**config.mk**
```make
export PLATFORM = sky130hd
export DESIGN_NAME = sprite_mapper
export DESIGN_NICKNAME = d
export VERILOG_FILES = /design/src/rtl/sprite_mapper.sv
export SDC_FILE = /design/constraint.sdc
export NUM_CORES = 1
export LEC_CHECK = 0
export BUFFER_PORTS_ARGS = -buffer_cell sky130_fd_sc_hd__buf_2
export CORE_MARGIN = 2
export CORE_UTILIZATION = 41
export DETAILED_ROUTE_END_ITERATION = 10
export MAX_ROUTING_LAYER = met4
export SYNTH_ARGS = -nofsm -noshare
export SYNTH_HDL_FRONTEND = slang
export SYNTH_SLANG_ARGS = --single-unit
```
**constraint.sdc**
```tcl
create_clock -name vga_clk -period 5.1 [get_ports vga_clk]
set_clock_uncertainty 0.15 [all_clocks]
set_input_delay 0 -clock vga_clk [delete_from_list [all_inputs] [get_ports vga_clk]]
set_output_delay 0 -clock vga_clk [all_outputs]
set_load 0.02 [all_outputs]
```
**src/rtl/sprite_mapper.sv**
```systemverilog
// Sprite overlay pipeline: maps screen pixels to sprite ROM addresses and muxes the palette colour
// over the background. Position, flip and animation frame are latched only at vsync.
module sprite_mapper #(
  parameter int unsigned IMG_W           = 14,
  parameter int unsigned IMG_H           = 14,
  parameter int unsigned SCALE_LOG2      = 1,
  parameter int unsigned NUM_FRAMES      = 4,
  parameter int unsigned FRAME_TICKS     = 8,
  parameter int unsigned IDX_W           = 2,
  parameter int unsigned TRANSPARENT_IDX = 0,
  parameter int unsigned ADDR_W          = 10
) (
  input  logic              vga_clk,
  input  logic              reset_n,
  input  logic [9:0]        DrawX,
  input  logic [9:0]        DrawY,
  input  logic              blank,
  input  logic              vsync_pulse,
  input  logic [9:0]        pos_x,
  input  logic [9:0]        pos_y,
  input  logic              flip_h,
  input  logic              anim_en,
  input  logic [3:0]        bg_red,
  input  logic [3:0]        bg_green,
  input  logic [3:0]        bg_blue,
  output logic [ADDR_W-1:0] rom_address,
  input  logic [IDX_W-1:0]  rom_q,
  output logic [IDX_W-1:0]  pal_index,
  input  logic [3:0]        pal_red,
  input  logic [3:0]        pal_green,
  input  logic [3:0]        pal_blue,
  output logic              sprite_hit,
  output logic [3:0]        red,
  output logic [3:0]        green,
  output logic [3:0]        blue
);

  localparam int unsigned TickW  = (FRAME_TICKS > 1) ? $clog2(FRAME_TICKS) : 1;
  localparam int unsigned FrameW = (NUM_FRAMES > 1) ? $clog2(NUM_FRAMES) : 1;
  localparam logic [10:0] SprW   = 11'(IMG_W << SCALE_LOG2);
  localparam logic [10:0] SprH   = 11'(IMG_H << SCALE_LOG2);
  localparam logic [ADDR_W-1:0] FrameSize = ADDR_W'(IMG_W * IMG_H);
  localparam logic [ADDR_W-1:0] RowSize   = ADDR_W'(IMG_W);

  logic [9:0]        r_sx, r_sy;
  logic              r_flip;
  logic [TickW-1:0]  r_tick;
  logic [FrameW-1:0] r_frame;

  // Shadow state: only vsync may change what the address math sees.
  always_ff @(posedge vga_clk) begin
    if (!reset_n) begin
      r_sx    <= '0;
      r_sy    <= '0;
      r_flip  <= 1'b0;
      r_tick  <= '0;
      r_frame <= '0;
    end else if (vsync_pulse) begin
      r_sx   <= pos_x;
      r_sy   <= pos_y;
      r_flip <= flip_h;
      if (anim_en) begin
        if (r_tick == TickW'(FRAME_TICKS - 1)) begin
          r_tick  <= '0;
          r_frame <= (r_frame == FrameW'(NUM_FRAMES - 1)) ? '0 : r_frame + FrameW'(1);
        end else begin
          r_tick <= r_tick + TickW'(1);
        end
      end
    end
  end

  logic [10:0]       w_lx, w_ly, w_col, w_row;
  logic              w_in;
  logic [ADDR_W-1:0] w_addr;

  always_comb begin
    w_lx  = {1'b0, DrawX} - {1'b0, r_sx};
    w_ly  = {1'b0, DrawY} - {1'b0, r_sy};
    w_in  = (DrawX >= r_sx) && (DrawY >= r_sy) && (w_lx < SprW) && (w_ly < SprH);
    w_col = w_lx >> SCALE_LOG2;
    if (r_flip) w_col = 11'(IMG_W - 1) - w_col;
    w_row  = w_ly >> SCALE_LOG2;
    w_addr = '0;
    if (w_in) begin
      w_addr = ADDR_W'(r_frame) * FrameSize + ADDR_W'(w_row) * RowSize + ADDR_W'(w_col);
    end
  end

  logic              r_in1, r_blank1, r_in1b, r_blank1b, r_in2, r_blank2;
  logic [11:0]       r_bg1, r_bg1b, r_bg2;
  logic [ADDR_W-1:0] r_rom_address;
  logic [IDX_W-1:0]  r_pal_index;
  logic              r_hit;
  logic [11:0]       r_rgb;
  logic              w_opaque;

  assign w_opaque = r_in2 && (r_pal_index != IDX_W'(TRANSPARENT_IDX));

  // Stage 1b only aligns side-band data with the one-cycle ROM read.
  always_ff @(posedge vga_clk) begin
    if (!reset_n) begin
      r_rom_address <= '0;
      r_in1         <= 1'b0;
      r_blank1      <= 1'b0;
      r_bg1         <= '0;
      r_in1b        <= 1'b0;
      r_blank1b     <= 1'b0;
      r_bg1b        <= '0;
      r_in2         <= 1'b0;
      r_blank2      <= 1'b0;
      r_bg2         <= '0;
      r_pal_index   <= '0;
      r_hit         <= 1'b0;
      r_rgb         <= '0;
    end else begin
      r_rom_address <= w_addr;
      r_in1         <= w_in;
      r_blank1      <= blank;
      r_bg1         <= {bg_red, bg_green, bg_blue};
      r_in1b        <= r_in1;
      r_blank1b     <= r_blank1;
      r_bg1b        <= r_bg1;
      r_pal_index   <= rom_q;
      r_in2         <= r_in1b;
      r_blank2      <= r_blank1b;
      r_bg2         <= r_bg1b;
      if (!r_blank2) begin
        r_hit <= 1'b0;
        r_rgb <= '0;
      end else if (w_opaque) begin
        r_hit <= 1'b1;
        r_rgb <= {pal_red, pal_green, pal_blue};
      end else begin
        r_hit <= 1'b0;
        r_rgb <= r_bg2;
      end
    end
  end

  assign rom_address = r_rom_address;
  assign pal_index   = r_pal_index;
  assign sprite_hit  = r_hit;
  assign red         = r_rgb[11:8];
  assign green       = r_rgb[7:4];
  assign blue        = r_rgb[3:0];

endmodule
```
==> impl_results.rst, run 1 <==
.. list-table::
   :header-rows: 1

   * - Metric
     - Value
   * - Mean cell area of the mapped netlist
     - between 9 and 10 µm²
   * - Critical path startpoint category
     - register
   * - Die width
     - approximately 110 µm
   * - Critical Path Source
     - r_sy[0]$_SDFFE_PN0P_
   * - Final setup viols
     - 0
   * - Filler Cell Count
     - slightly above 1000
   * - Utilization of the core after routing
     - 0.559
   * - Total Neg Setup Slack
     - 0 ns
   * - Pin count of the biggest net entering global routing
     - 72
   * - Synthesized Nets
     - between 600 and 700
   * - Port Buffer Count
     - 96
   * - Cells after DPL
     - between 700 and 800
   * - Average wire length per cell after detail routing
     - 11.9 µm
   * - Reg-to-reg startpoint
     - r_sy[0]$_SDFFE_PN0P_
   * - Placement Setup Slack
     - -0.214 ns
   * - H-Tree Depth
     - 3
   * - Total of max-cap violations
     - 0
   * - Clock slew at the register clock pins of the worst setup and hold paths
     - around 0.060 ns
   * - Endpoint class of the critical path
     - register
   * - Area of placed instances
     - ~5600 µm²
   * - Final-report max-slew violation count
     - 0
   * - Worst min path class
     - input pin to register
   * - Drc violations
     - 8
   * - Largest vdd supply drop
     - ~0.35 mV
   * - WP data required
     - roughly 5.2 ns
   * - Initial antenna violation count
     - 0
   * - Reg2reg end
     - rom_address[9]$_SDFF_PN0_
   * - Final wirelength
     - slightly below 10 mm
   * - Cell leakage power
     - between 2 and 3 nW
   * - Clock root buffer
     - sky130_fd_sc_hd__clkbuf_16
   * - Placeable core region
     - 11500 µm²
   * - Clock tree from TritonCTS
     - yes
   * - Detailed placement HPWL
     - about 7.2 mm
   * - Final Hold Vio Count
     - 0
   * - Antenna diode count
     - 0
   * - Total non-filler cell area in the finished layout
     - ~6400 µm²
   * - Most used cells in the layout excluding fill and tap cells
     - sky130_fd_sc_hd__buf_2, sky130_fd_sc_hd__dfxtp_1, sky130_fd_sc_hd__inv_1
   * - I/O pin count
     - 97
   * - Die area
     - between 10000 and 15000 µm²
   * - Maximum clock rate
     - between 0.15 and 0.2 GHz
   * - Count of clock tree sinks
     - 93
   * - Leading cell type in the layout, fill and taps excluded
     - sky130_fd_sc_hd__buf_2
   * - Total via count after detailed routing
     - about 3700
   * - Worst setup margin
     - about 0.032 ns
   * - Cells on Worst Hold Path
     - 4
   * - Arrival @ worst endpoint
     - 5.15 ns
   * - Hold slack final
     - roughly 0.010 ns
   * - Via count of the first global-routing pass
     - ~3800
   * - Hold path startpoint
     - DrawX[1]
   * - Number of instances in the synthesized netlist
     - just over 500
   * - Global-route wire length before repair
     - 16.5 mm
   * - Combined flip-flop and latch cell area
     - 1860 µm²
   * - Die height
     - between 100 and 150 µm
   * - Kind of critical path
     - register to register
   * - Number of violations reported at the end of detailed-routing iteration 0
     - between 150 and 200
   * - Portion of the post-synthesis area used by sequential elements
     - 0.382
   * - Total number of yosys warnings
     - 0
   * - Setup slack of the worst register-to-register path
     - ~0.032 ns
   * - Router iterations before antenna repair
     - 9
   * - Failing checks
     - DRC
   * - Total Routing Usage GR
     - 0.165
   * - Register bit total from synthesis
     - 93
   * - Site Rows
     - 39
   * - Outcome
     - finished with violations
   * - Worst skew pair latency
     - ~0.34 ns
   * - Net count of the finished layout
     - roughly 800
   * - Worst Setup EP
     - rom_address[9]$_SDFF_PN0_
   * - Share of layout cells above drive strength 1
     - 0.224
   * - Starting density of the core
     - 0.423
   * - Top fanout value on the critical path
     - 2
   * - Final Total Pwr
     - between 3 and 4 mW
   * - Synth unique cells
     - 43
   * - Unrepaired setup endpoints after global routing
     - yes
   * - Worst Reg-to-Reg Cells
     - 23
   * - Netlist area before placement
     - between 4000 and 5000 µm²
   * - Minimum clock period
     - between 5 and 6 ns
   * - Combined area of the multi-input logic cells
     - 2840 µm²
   * - Syn-to-layout area delta
     - 32.3%
   * - Transition time of the tightest slew-check pin
     - between 0.7 and 0.8 ns
   * - Final standard cell count with taps included and fillers excluded
     - between 800 and 900
   * - Relative slew slack
     - 0.528
   * - Final Wtd Congestion
     - between 0.8 and 0.9
   * - Average vias per placed instance
     - 4.56
   * - GR Overflow Total
     - 0
   * - Final cycle utilization of the critical path
     - 0.994
   * - Number of buffers between clock root and the deepest sink
     - 2
   * - CTS Buf Count
     - 9
   * - Power per unit of standard cell area
     - ~470 nW/µm²
   * - Antenna Nets Post-Route
     - 0
## cells in the mapped netlist (all sizes together)
cell type   n  area (µm²)
dfxtp      93        1860
inv        54         203
and2       48         300
ha         47         588
nand2      39         146
a21oi      33         180
nor2b      29         181
xnor2      27         244
mux2i      21         210
nor2       16        62.6
clkbuf     13        48.8
o21ai      13        65.1
fa         12         240
nor3       12        60.1
xor2       10        87.6
a21o        8        60.1
nand3       6        30.0
o21a        5        37.5
a31oi       4        40.0
a211o       2        17.5
a211oi      2        15.0
a21boi      2        15.0
nand2b      2        12.5
nor3b       2        15.0
o21bai      2        18.8
a2111o      1        11.3
a311o       1        10.0
a31o        1        8.76
a32oi       1        8.76
a41oi       1        8.76
nor4        1        12.5
nor4b       1        15.0
o2111ai     1        8.76
o41ai       1        8.76
or2         1        6.26
or3         1        6.26
xnor3       1        22.5
## how the worst min path moves through the flow
stage / end / slack [ns]
3_3_place_gp: r_bg1[9]$_SDFF_PN0_ / 0.06
6_report: rom_address[0]$_SDFF_PN0_ / 0.01
4_1_cts: rom_address[0]$_SDFF_PN0_ / 0.01
5_1_grt: rom_address[0]$_SDFF_PN0_ / 0.05
3_5_place_dp: pal_index[0]$_SDFF_PN0_ / 0.06
2_1_floorplan: pal_index[0]$_SDFF_PN0_ / -0.02
## report_power, final
part / switching (mW) / internal (mW)
Sequential: 0.00915 / 0.750
Combinational: 0.780 / 0.839
Clock: 0.281 / 0.349
## critical path, cell delays in order, from the launching register on
cell                       delay (ns)
sky130_fd_sc_hd__dfxtp_2         0.35
sky130_fd_sc_hd__ha_4            0.13
sky130_fd_sc_hd__inv_2           0.03
sky130_fd_sc_hd__fa_2            0.32
sky130_fd_sc_hd__a21o_1          0.21
sky130_fd_sc_hd__a21oi_4         0.19
sky130_fd_sc_hd__xnor2_2         0.14
sky130_fd_sc_hd__inv_2           0.06
sky130_fd_sc_hd__fa_1            0.51
sky130_fd_sc_hd__inv_1           0.05
sky130_fd_sc_hd__ha_1            0.27
sky130_fd_sc_hd__a21o_1          0.19
sky130_fd_sc_hd__a21oi_2         0.22
sky130_fd_sc_hd__xnor2_2         0.11
sky130_fd_sc_hd__fa_1            0.48
sky130_fd_sc_hd__ha_1            0.29
sky130_fd_sc_hd__o21ai_1         0.08
sky130_fd_sc_hd__nor2_1          0.08
sky130_fd_sc_hd__o21ai_2         0.17
sky130_fd_sc_hd__nand2b_1        0.08
sky130_fd_sc_hd__a21oi_2         0.12
sky130_fd_sc_hd__xnor3_1         0.42
sky130_fd_sc_hd__xnor2_1         0.14
sky130_fd_sc_hd__and2_1          0.14
## registers in the layout (all words and copies together) (netlist names), 2 cells and up
signal / count
r_bg1b: 12
r_sy: 10
r_tick: 3
r_frame: 2
rom_address: 10
r_bg2: 12
r_rgb: 12
r_bg1: 12
pal_index: 2
r_sx: 10
## cell families after synthesis
family          synth area share
fa+ha+maj                  0.170
compound gates             0.106
simple gates               0.174
xor+xnor                  0.0727
mux                       0.0432
buf+inv                   0.0517
flops                      0.382
## layout make-up
| type | count | share of cell area |
|---|---|---|
| Tap cell | 143 | 0.0278 |
| Multi-Input combinational cell | 354 | 0.441 |
| Inverter | 54 | 0.0315 |
| Clock buffer | 11 | 0.0377 |
| Timing Repair Buffer | 158 | 0.166 |
| Clock inverter | 5 | 0.00661 |
| Sequential cell | 93 | 0.289 |
## what timing repair did
| action | CTS | global route |
|---|---|---|
| gates resized for setup | 5 | 17 |
| pin swaps | 8 | 16 |
| endpoints found under the setup margin | 1 | 1 |
| hold buffers | 49 | 0 |
| endpoints found under the hold margin | 51 | 0 |
| buffers inserted | 0 | 1 |
## metal layers
layer  up-vias  global-route usage  wire (µm)
li1       1994                   -          -
met1      1642               0.191       4420
met2        79               0.282       4680
met3        15              0.0386        442
met4         0              0.0593        206
met5         -                   -          0
Power figures use the tool's default switching activity.
==> inputs of run 2 (changes only) <==
Settings changed: CORE_ASPECT_RATIO set to 1.1, CORE_UTILIZATION 41 to 50, PLACE_DENSITY set to 0.79.
==> run 2 against run 1 <==
Compared with the run above: the run now ends clean; worst setup slack lost 0.028 ns; utilization grew 11 points; clock-buffer cell count shrank 2; sequential share of layout area grew 0.69 points; cell count shrank 3.5%; die area shrank 17%; critical path depth is the same; critical path type unchanged.
==> impl_results.rst, run 2 (synthesized netlist as in run 1, its figures left out) <==
.. list-table::
   :header-rows: 1

   * - Metric
     - Value
   * - Cell leakage power
     - 2.89 nW (was 2.94 nW)
   * - Final cycle utilization of the critical path
     - 0.999 (was 0.994)
   * - CTS Buf Count
     - 9 (unchanged)
   * - Average wire length per cell after detail routing
     - 12.9 µm (was 11.9 µm)
   * - Relative slew slack
     - 0.397 (was 0.528)
   * - Most used cells in the layout excluding fill and tap cells
     - sky130_fd_sc_hd__buf_2, sky130_fd_sc_hd__dfxtp_1, sky130_fd_sc_hd__inv_1 (unchanged)
   * - Syn-to-layout area delta
     - 29.3% (was 32.3%)
   * - Kind of critical path
     - register to register (unchanged)
   * - Router iterations before antenna repair
     - 4 (was 9)
   * - Average vias per placed instance
     - 4.89 (was 4.56)
   * - Cells on Worst Hold Path
     - 4 (unchanged)
   * - Placement Setup Slack
     - -0.239 ns (was -0.214 ns)
   * - Total Neg Setup Slack
     - 0 ns (unchanged)
   * - Die width
     - 98.1 µm (was 113 µm)
   * - Final-report max-slew violation count
     - 0 (unchanged)
   * - Global-route wire length before repair
     - 16.7 mm (was 16.5 mm)
   * - Final standard cell count with taps included and fillers excluded
     - 789 (was 818)
   * - Endpoint class of the critical path
     - register (unchanged)
   * - Clock tree from TritonCTS
     - yes (unchanged)
   * - Relative contribution of the clock network to total power
     - 0.174 (was 0.209)
   * - Final Total Pwr
     - 2.81 mW (was 3.01 mW)
   * - Pin count of the biggest net entering global routing
     - 72 (unchanged)
   * - Worst skew pair latency
     - 0.38 ns (was 0.34 ns)
   * - Die height
     - 107 µm (was 113 µm)
   * - Proportion of power drawn by flip-flops and latches
     - 0.270 (was 0.253)
   * - Arrival @ worst endpoint
     - 5.22 ns (was 5.15 ns)
   * - Net count of the finished layout
     - 798 (was 801)
   * - Top fanout value on the critical path
     - 2 (unchanged)
   * - Share of layout cells above drive strength 1
     - 0.216 (was 0.224)
   * - Clock slew at the register clock pins of the worst setup and hold paths
     - 0.10 ns (was 0.06 ns)
   * - Total of max-cap violations
     - 0 (unchanged)
   * - Cell-internal power
     - 1.74 mW (was 1.94 mW)
   * - Drc violations
     - 0 (was 8)
   * - Setup slack of the worst register-to-register path
     - 0.004 ns (was 0.03 ns)
   * - Final Wtd Congestion
     - 0.876 (was 0.843)
   * - Final setup viols
     - 0 (unchanged)
   * - Placeable core region
     - 9400 µm² (was 11500 µm²)
   * - Antenna diode count
     - 0 (unchanged)
   * - Detailed placement HPWL
     - 7.12 mm (was 7.18 mm)
   * - Utilization of the core after routing
     - 0.670 (was 0.559)
   * - Number of buffers between clock root and the deepest sink
     - 2 (unchanged)
   * - Starting density of the core
     - 0.518 (was 0.423)
   * - Worst Reg-to-Reg Cells
     - 23 (unchanged)
   * - Antenna Nets Post-Route
     - 0 (unchanged)
   * - I/O pin count
     - 97 (unchanged)
   * - Minimum clock period
     - 5.10 ns (was 5.07 ns)
   * - Power per unit of standard cell area
     - 447 nW/µm² (was 467 nW/µm²)
   * - Critical path startpoint category
     - register (unchanged)
   * - Switching portion of total power
     - 0.382 (was 0.356)
   * - Site Rows
     - 37 (was 39)
   * - H-Tree Depth
     - 3 (unchanged)
   * - Total Routing Usage GR
     - 0.201 (was 0.165)
   * - Largest vdd supply drop
     - 0.305 mV (was 0.346 mV)
   * - Total via count after detailed routing
     - 3857 (was 3730)
   * - Transition time of the tightest slew-check pin
     - 0.905 ns (was 0.708 ns)
   * - Port Buffer Count
     - 96 (unchanged)
   * - Logic pwr share
     - 0.556 (was 0.538)
   * - Outcome
     - finished, final reports clean (was finished with violations)
   * - Sw Pwr
     - 1.07 mW (about the same)
   * - WP data required
     - 5.23 ns (was 5.18 ns)
   * - Die area
     - 10500 µm² (was 12800 µm²)
   * - Via count of the first global-routing pass
     - 3925 (was 3758)
   * - Initial antenna violation count
     - 0 (unchanged)
   * - Worst min path class
     - input pin to register (unchanged)
   * - Number of violations reported at the end of detailed-routing iteration 0
     - 101 (was 167)
   * - Final wirelength
     - 10.2 mm (was 9.76 mm)
   * - Cells after DPL
     - 723 (was 752)
   * - Filler Cell Count
     - 737 (was 1016)
   * - Clock root buffer
     - sky130_fd_sc_hd__clkbuf_8 (was sky130_fd_sc_hd__clkbuf_16)
   * - Count of clock tree sinks
     - 93 (unchanged)
   * - Maximum clock rate
     - 0.196 GHz (was 0.197 GHz)
   * - Unrepaired setup endpoints after global routing
     - yes (unchanged)
   * - GR Overflow Total
     - 0 (unchanged)
   * - Leading cell type in the layout, fill and taps excluded
     - sky130_fd_sc_hd__buf_2 (unchanged)
   * - Final Hold Vio Count
     - 0 (unchanged)
   * - Worst setup margin
     - 0.00434 ns (was 0.0322 ns)
-- run 2: worst max-delay path, cell delays in order (launching register included) --
cell and delay, ns:
sky130_fd_sc_hd__dfxtp_2 0.34, sky130_fd_sc_hd__ha_1 0.16, sky130_fd_sc_hd__inv_1 0.06, sky130_fd_sc_hd__fa_2 0.34, sky130_fd_sc_hd__a21o_1 0.21, sky130_fd_sc_hd__a21oi_4 0.17, sky130_fd_sc_hd__xnor2_2 0.13, sky130_fd_sc_hd__inv_1 0.09
sky130_fd_sc_hd__fa_1 0.52, sky130_fd_sc_hd__inv_1 0.06, sky130_fd_sc_hd__ha_1 0.29, sky130_fd_sc_hd__a21o_1 0.17, sky130_fd_sc_hd__a21oi_2 0.15, sky130_fd_sc_hd__o21bai_1 0.09, sky130_fd_sc_hd__a21oi_2 0.16, sky130_fd_sc_hd__xor2_1 0.10
sky130_fd_sc_hd__fa_1 0.40, sky130_fd_sc_hd__xnor2_1 0.21, sky130_fd_sc_hd__xnor2_1 0.16, sky130_fd_sc_hd__xnor2_1 0.15, sky130_fd_sc_hd__xnor2_1 0.15, sky130_fd_sc_hd__xnor3_1 0.43, sky130_fd_sc_hd__xnor2_1 0.13, sky130_fd_sc_hd__and2_1 0.15
-- run 2: through the flow --
| stage | hold WS (ns) | instance area [µm²] |
|---|---|---|
| finish | 0.0254 | 6290 |
| global placement | 0.0581 | 5520 |
| CTS | 0.0236 | 6260 |
| global route | 0.0309 | 6290 |
| floorplan | -0.0227 | 4880 |
| detailed placement | 0.0581 | 5520 |
-- run 2: worst paths after layout --
path,startpoint,to
hold / removal,DrawX[1],rom_address[0]$_SDFF_PN0_
setup reg to reg,r_sy[0]$_SDFFE_PN0P_,rom_address[9]$_SDFF_PN0_
hold reg to reg,r_in1b$_SDFF_PN0_,r_in2$_SDFF_PN0_
setup / recovery,r_sy[0]$_SDFFE_PN0P_,rom_address[9]$_SDFF_PN0_
-- run 2: what timing repair did --
| item | CTS | global route |
|---|---|---|
| hold buffers | 49 | 0 |
| hold endpoints to repair | 53 | 0 |
| endpoints found under the setup margin | 1 | 1 |
| resized for setup | 9 | 8 |
| pin swaps | 11 | 1 |
| setup buffers | 1 | 0 |
-- run 2: area by class of cell --
type	instances	area, µm²	area share
timing repair buffer	155	1050	0.166
clock buffer	9	124	0.0197
sequential	93	1860	0.296
tap	117	146	0.0233
clock inverter	7	80.1	0.0127
multi-input combinational	354	2830	0.450
inverter	54	203	0.0322
-- run 2: metal layers --
| layer | up-vias | wire length (µm) | GRT usage | share of wire |
|---|---|---|---|---|
| met4 | 0 | 208 | 0.0774 | 0.020 |
| met2 | 97 | 5190 | 0.359 | 0.51 |
| met5 | - | 0 | - | 0 |
| met1 | 1745 | 4360 | 0.219 | 0.43 |
| met3 | 20 | 446 | 0.0461 | 0.044 |
| li1 | 1995 | - | - | - |
-- run 2: power by group through the flow --
stage	clock network, mW	logic (mW)	registers (mW)
2_1_floorplan	0	1.17	0.775
3_3_place_gp	0	1.40	0.775
3_5_place_dp	0	1.47	0.776
4_1_cts	0.504	1.52	0.759
5_1_grt	0.534	1.75	0.763
6_report	0.489	1.56	0.760
==> inputs of run 3 (changes only) <==
Settings changed: GPL_TIMING_DRIVEN set to 0.
==> run 3 against run 2 <==
Compared with the run above: the flow now finishes with violations (setup timing); worst setup slack worse by 0.12 ns; wire length up 17%; critical path type unchanged; largest cell class unchanged; register-to-register slack worse by 0.12 ns; cell area up 3.8%; power up 17%; cell count up 2.4%; maximum frequency down 2.4%.
==> impl_results.rst, run 3 (synthesized netlist as in run 1, its figures left out) <==
.. list-table::
   :header-rows: 1

   * - Metric
     - Value
   * - Number of buffers between clock root and the deepest sink
     - 2 (unchanged)
   * - Final wirelength
     - 12.0 mm (was 10.2 mm)
   * - Cell leakage power
     - 2.96 nW (was 2.89 nW)
   * - Initial antenna violation count
     - 0 (unchanged)
   * - Filler Cell Count
     - 660 (was 737)
   * - Minimum clock period
     - 5.22 ns (was 5.10 ns)
   * - Syn-to-layout area delta
     - 34.2% (was 29.3%)
   * - H-Tree Depth
     - 3 (unchanged)
   * - Failing checks
     - setup timing
   * - Count of clock tree sinks
     - 93 (unchanged)
   * - Final Hold Vio Count
     - 0 (unchanged)
   * - Maximum clock rate
     - 0.192 GHz (was 0.196 GHz)
   * - Die width
     - 98.1 µm (unchanged)
   * - Router iterations before antenna repair
     - 4 (unchanged)
   * - Final cycle utilization of the critical path
     - 1.02 (was 0.999)
   * - Utilization of the core after routing
     - 0.695 (was 0.670)
   * - Total of max-cap violations
     - 0 (unchanged)
   * - Relative slew slack
     - 0.527 (was 0.397)
   * - Final standard cell count with taps included and fillers excluded
     - 808 (was 789)
   * - Total via count after detailed routing
     - 4054 (was 3857)
   * - Die height
     - 107 µm (unchanged)
   * - Endpoint class of the critical path
     - register (unchanged)
   * - Pin count of the biggest net entering global routing
     - 20 (was 72)
   * - Worst skew pair latency
     - 0.37 ns (was 0.38 ns)
   * - Via count of the first global-routing pass
     - 4343 (was 3925)
   * - Clock tree from TritonCTS
     - yes (unchanged)
   * - Global-route wire length before repair
     - 19.3 mm (was 16.7 mm)
   * - Placeable core region
     - 9400 µm² (unchanged)
   * - Combined area of the multi-input logic cells
     - 2960 µm² (was 2830 µm²)
   * - GR Overflow Total
     - 0 (unchanged)
   * - Arrival @ worst endpoint
     - 5.33 ns (was 5.22 ns)
   * - Top fanout value on the critical path
     - 3 (was 2)
   * - Transition time of the tightest slew-check pin
     - 0.709 ns (was 0.905 ns)
   * - Average wire length per cell after detail routing
     - 14.8 µm (was 12.9 µm)
   * - Detailed placement HPWL
     - 7.58 mm (was 7.12 mm)
   * - Hold slack final
     - 0.0474 ns (was 0.0254 ns)
   * - Routed met2 length
     - 6.41 mm (was 5.19 mm)
   * - Worst min path class
     - input pin to register (unchanged)
   * - Combined flip-flop and latch cell area
     - 1870 µm² (was 1860 µm²)
   * - Drc violations
     - 0 (unchanged)
   * - Top routing layer used
     - met4 (unchanged)
   * - Net count of the finished layout
     - 817 (was 798)
   * - Total Routing Usage GR
     - 0.236 (was 0.201)
   * - Final setup viols
     - 1 (was 0)
   * - Total Neg Setup Slack
     - -0.119 ns (was 0 ns)
   * - Clock slew at the register clock pins of the worst setup and hold paths
     - 0.10 ns (about the same)
   * - Worst setup margin
     - -0.119 ns (was 0.00434 ns)
   * - Starting density of the core
     - 0.518 (unchanged)
   * - Unrepaired setup endpoints after global routing
     - yes (unchanged)
   * - Cells after DPL
     - 726 (was 723)
   * - I/O pin count
     - 97 (unchanged)
   * - Final Total Pwr
     - 3.28 mW (was 2.81 mW)
   * - Number of violations reported at the end of detailed-routing iteration 0
     - 125 (was 101)
   * - Die area
     - 10500 µm² (unchanged)
   * - WP data required
     - 5.21 ns (was 5.23 ns)
   * - Final-report max-slew violation count
     - 0 (unchanged)
   * - Setup slack of the worst register-to-register path
     - -0.12 ns (was 0.004 ns)
   * - Detailed route wirelength on metal3
     - 523 µm (was 446 µm)
   * - Final Wtd Congestion
     - 0.814 (was 0.876)
   * - Antenna diode count
     - 0 (unchanged)
   * - Share of layout cells above drive strength 1
     - 0.234 (was 0.216)
   * - Most used cells in the layout excluding fill and tap cells
     - sky130_fd_sc_hd__buf_2, sky130_fd_sc_hd__dfxtp_1, sky130_fd_sc_hd__dlygate4sd3_1 (was sky130_fd_sc_hd__buf_2, sky130_fd_sc_hd__dfxtp_1, sky130_fd_sc_hd__inv_1)
   * - CTS Buf Count
     - 9 (unchanged)
   * - Power per unit of standard cell area
     - 502 nW/µm² (was 447 nW/µm²)
   * - Critical path startpoint category
     - register (unchanged)
   * - Outcome
     - finished with violations (was finished, final reports clean)
   * - Clock root buffer
     - sky130_fd_sc_hd__clkbuf_8 (unchanged)
   * - Kind of critical path
     - register to register (unchanged)
   * - Wire length on met1
     - 4.70 mm (was 4.36 mm)
   * - Site Rows
     - 37 (unchanged)
   * - Average vias per placed instance
     - 5.02 (was 4.89)
   * - Largest vdd supply drop
     - 0.612 mV (was 0.305 mV)
   * - Port Buffer Count
     - 95 (was 96)
   * - Leading cell type in the layout, fill and taps excluded
     - sky130_fd_sc_hd__buf_2 (unchanged)
   * - Antenna Nets Post-Route
     - 0 (unchanged)
## run 3: power by group
part | total [mW] | switching (mW) | internal, mW | leakage [nW]
sequential | 0.760 | 0.0105 | 0.750 | 0.762
clock | 0.484 | 0.292 | 0.192 | 0.0970
combinational | 2.03 | 1.00 | 1.03 | 2.10
## run 3: cell type report
type	count	share of cell area
plain buffers	13	0.00747
well taps	117	0.0224
repair buffers	161	0.170
inverters	54	0.0310
flip-flops and latches	93	0.286
clock inverters	7	0.0111
clock buffers	9	0.0190
multi-input cells	354	0.453
## run 3: routing by layer
layer | up-vias | global-route usage
met5 | - | -
met4 | 0 | 0.0833
met3 | 32 | 0.0455
met2 | 126 | 0.449
met1 | 1869 | 0.241
li1 | 2027 | -
## run 3: path summary, 6_finish.rpt
| path | start | end | cells past startpoint |
|---|---|---|---|
| worst max-delay path | r_sy[0]$_SDFFE_PN0P_ | rom_address[9]$_SDFF_PN0_ | 24 |
| worst min-delay path | vsync_pulse | r_tick[0]$_SDFFE_PN0P_ | 4 |
| worst max register to register | r_sy[0]$_SDFFE_PN0P_ | rom_address[9]$_SDFF_PN0_ | 24 |
| worst min register to register | r_bg1[8]$_SDFF_PN0_ | r_bg1b[8]$_SDFF_PN0_ | 1 |
## run 3: repair_timing
item | in CTS | in global routing
hold buffers | 55 | 0
pin swaps | 10 | 19
setup endpoints to repair | 1 | 1
setup buffers | 7 | 4
hold endpoints to repair | 52 | 0
gates resized for setup | 21 | 21
## run 3: critical path: stages (launching register included)
cell	delay [ns]
sky130_fd_sc_hd__dfxtp_4	0.38
sky130_fd_sc_hd__ha_4	0.15
sky130_fd_sc_hd__inv_2	0.04
sky130_fd_sc_hd__fa_2	0.40
sky130_fd_sc_hd__a21o_1	0.20
sky130_fd_sc_hd__a21oi_4	0.23
sky130_fd_sc_hd__buf_6	0.14
sky130_fd_sc_hd__o21bai_4	0.06
sky130_fd_sc_hd__a21oi_4	0.21
sky130_fd_sc_hd__xnor2_4	0.10
sky130_fd_sc_hd__buf_4	0.15
sky130_fd_sc_hd__ha_1	0.34
sky130_fd_sc_hd__ha_4	0.28
sky130_fd_sc_hd__o21a_1	0.12
sky130_fd_sc_hd__or3_1	0.35
sky130_fd_sc_hd__nand2_2	0.10
sky130_fd_sc_hd__fa_1	0.47
sky130_fd_sc_hd__inv_2	0.10
sky130_fd_sc_hd__ha_4	0.21
sky130_fd_sc_hd__o21ai_4	0.06
sky130_fd_sc_hd__nand2b_1	0.11
sky130_fd_sc_hd__a21oi_2	0.18
sky130_fd_sc_hd__xnor3_1	0.27
sky130_fd_sc_hd__xnor2_2	0.17
sky130_fd_sc_hd__and2_1	0.15
## run 3: stage by stage
| step | area (µm²) | setup WS [ns] |
|---|---|---|
| 2_1_floorplan | 4880 | 0.0174 |
| 6_report | 6530 | -0.119 |
| 4_1_cts | 6400 | 0.0147 |
| 5_1_grt | 6530 | -0.322 |
| 3_3_place_gp | 5500 | -0.389 |
| 3_5_place_dp | 5500 | -0.578 |
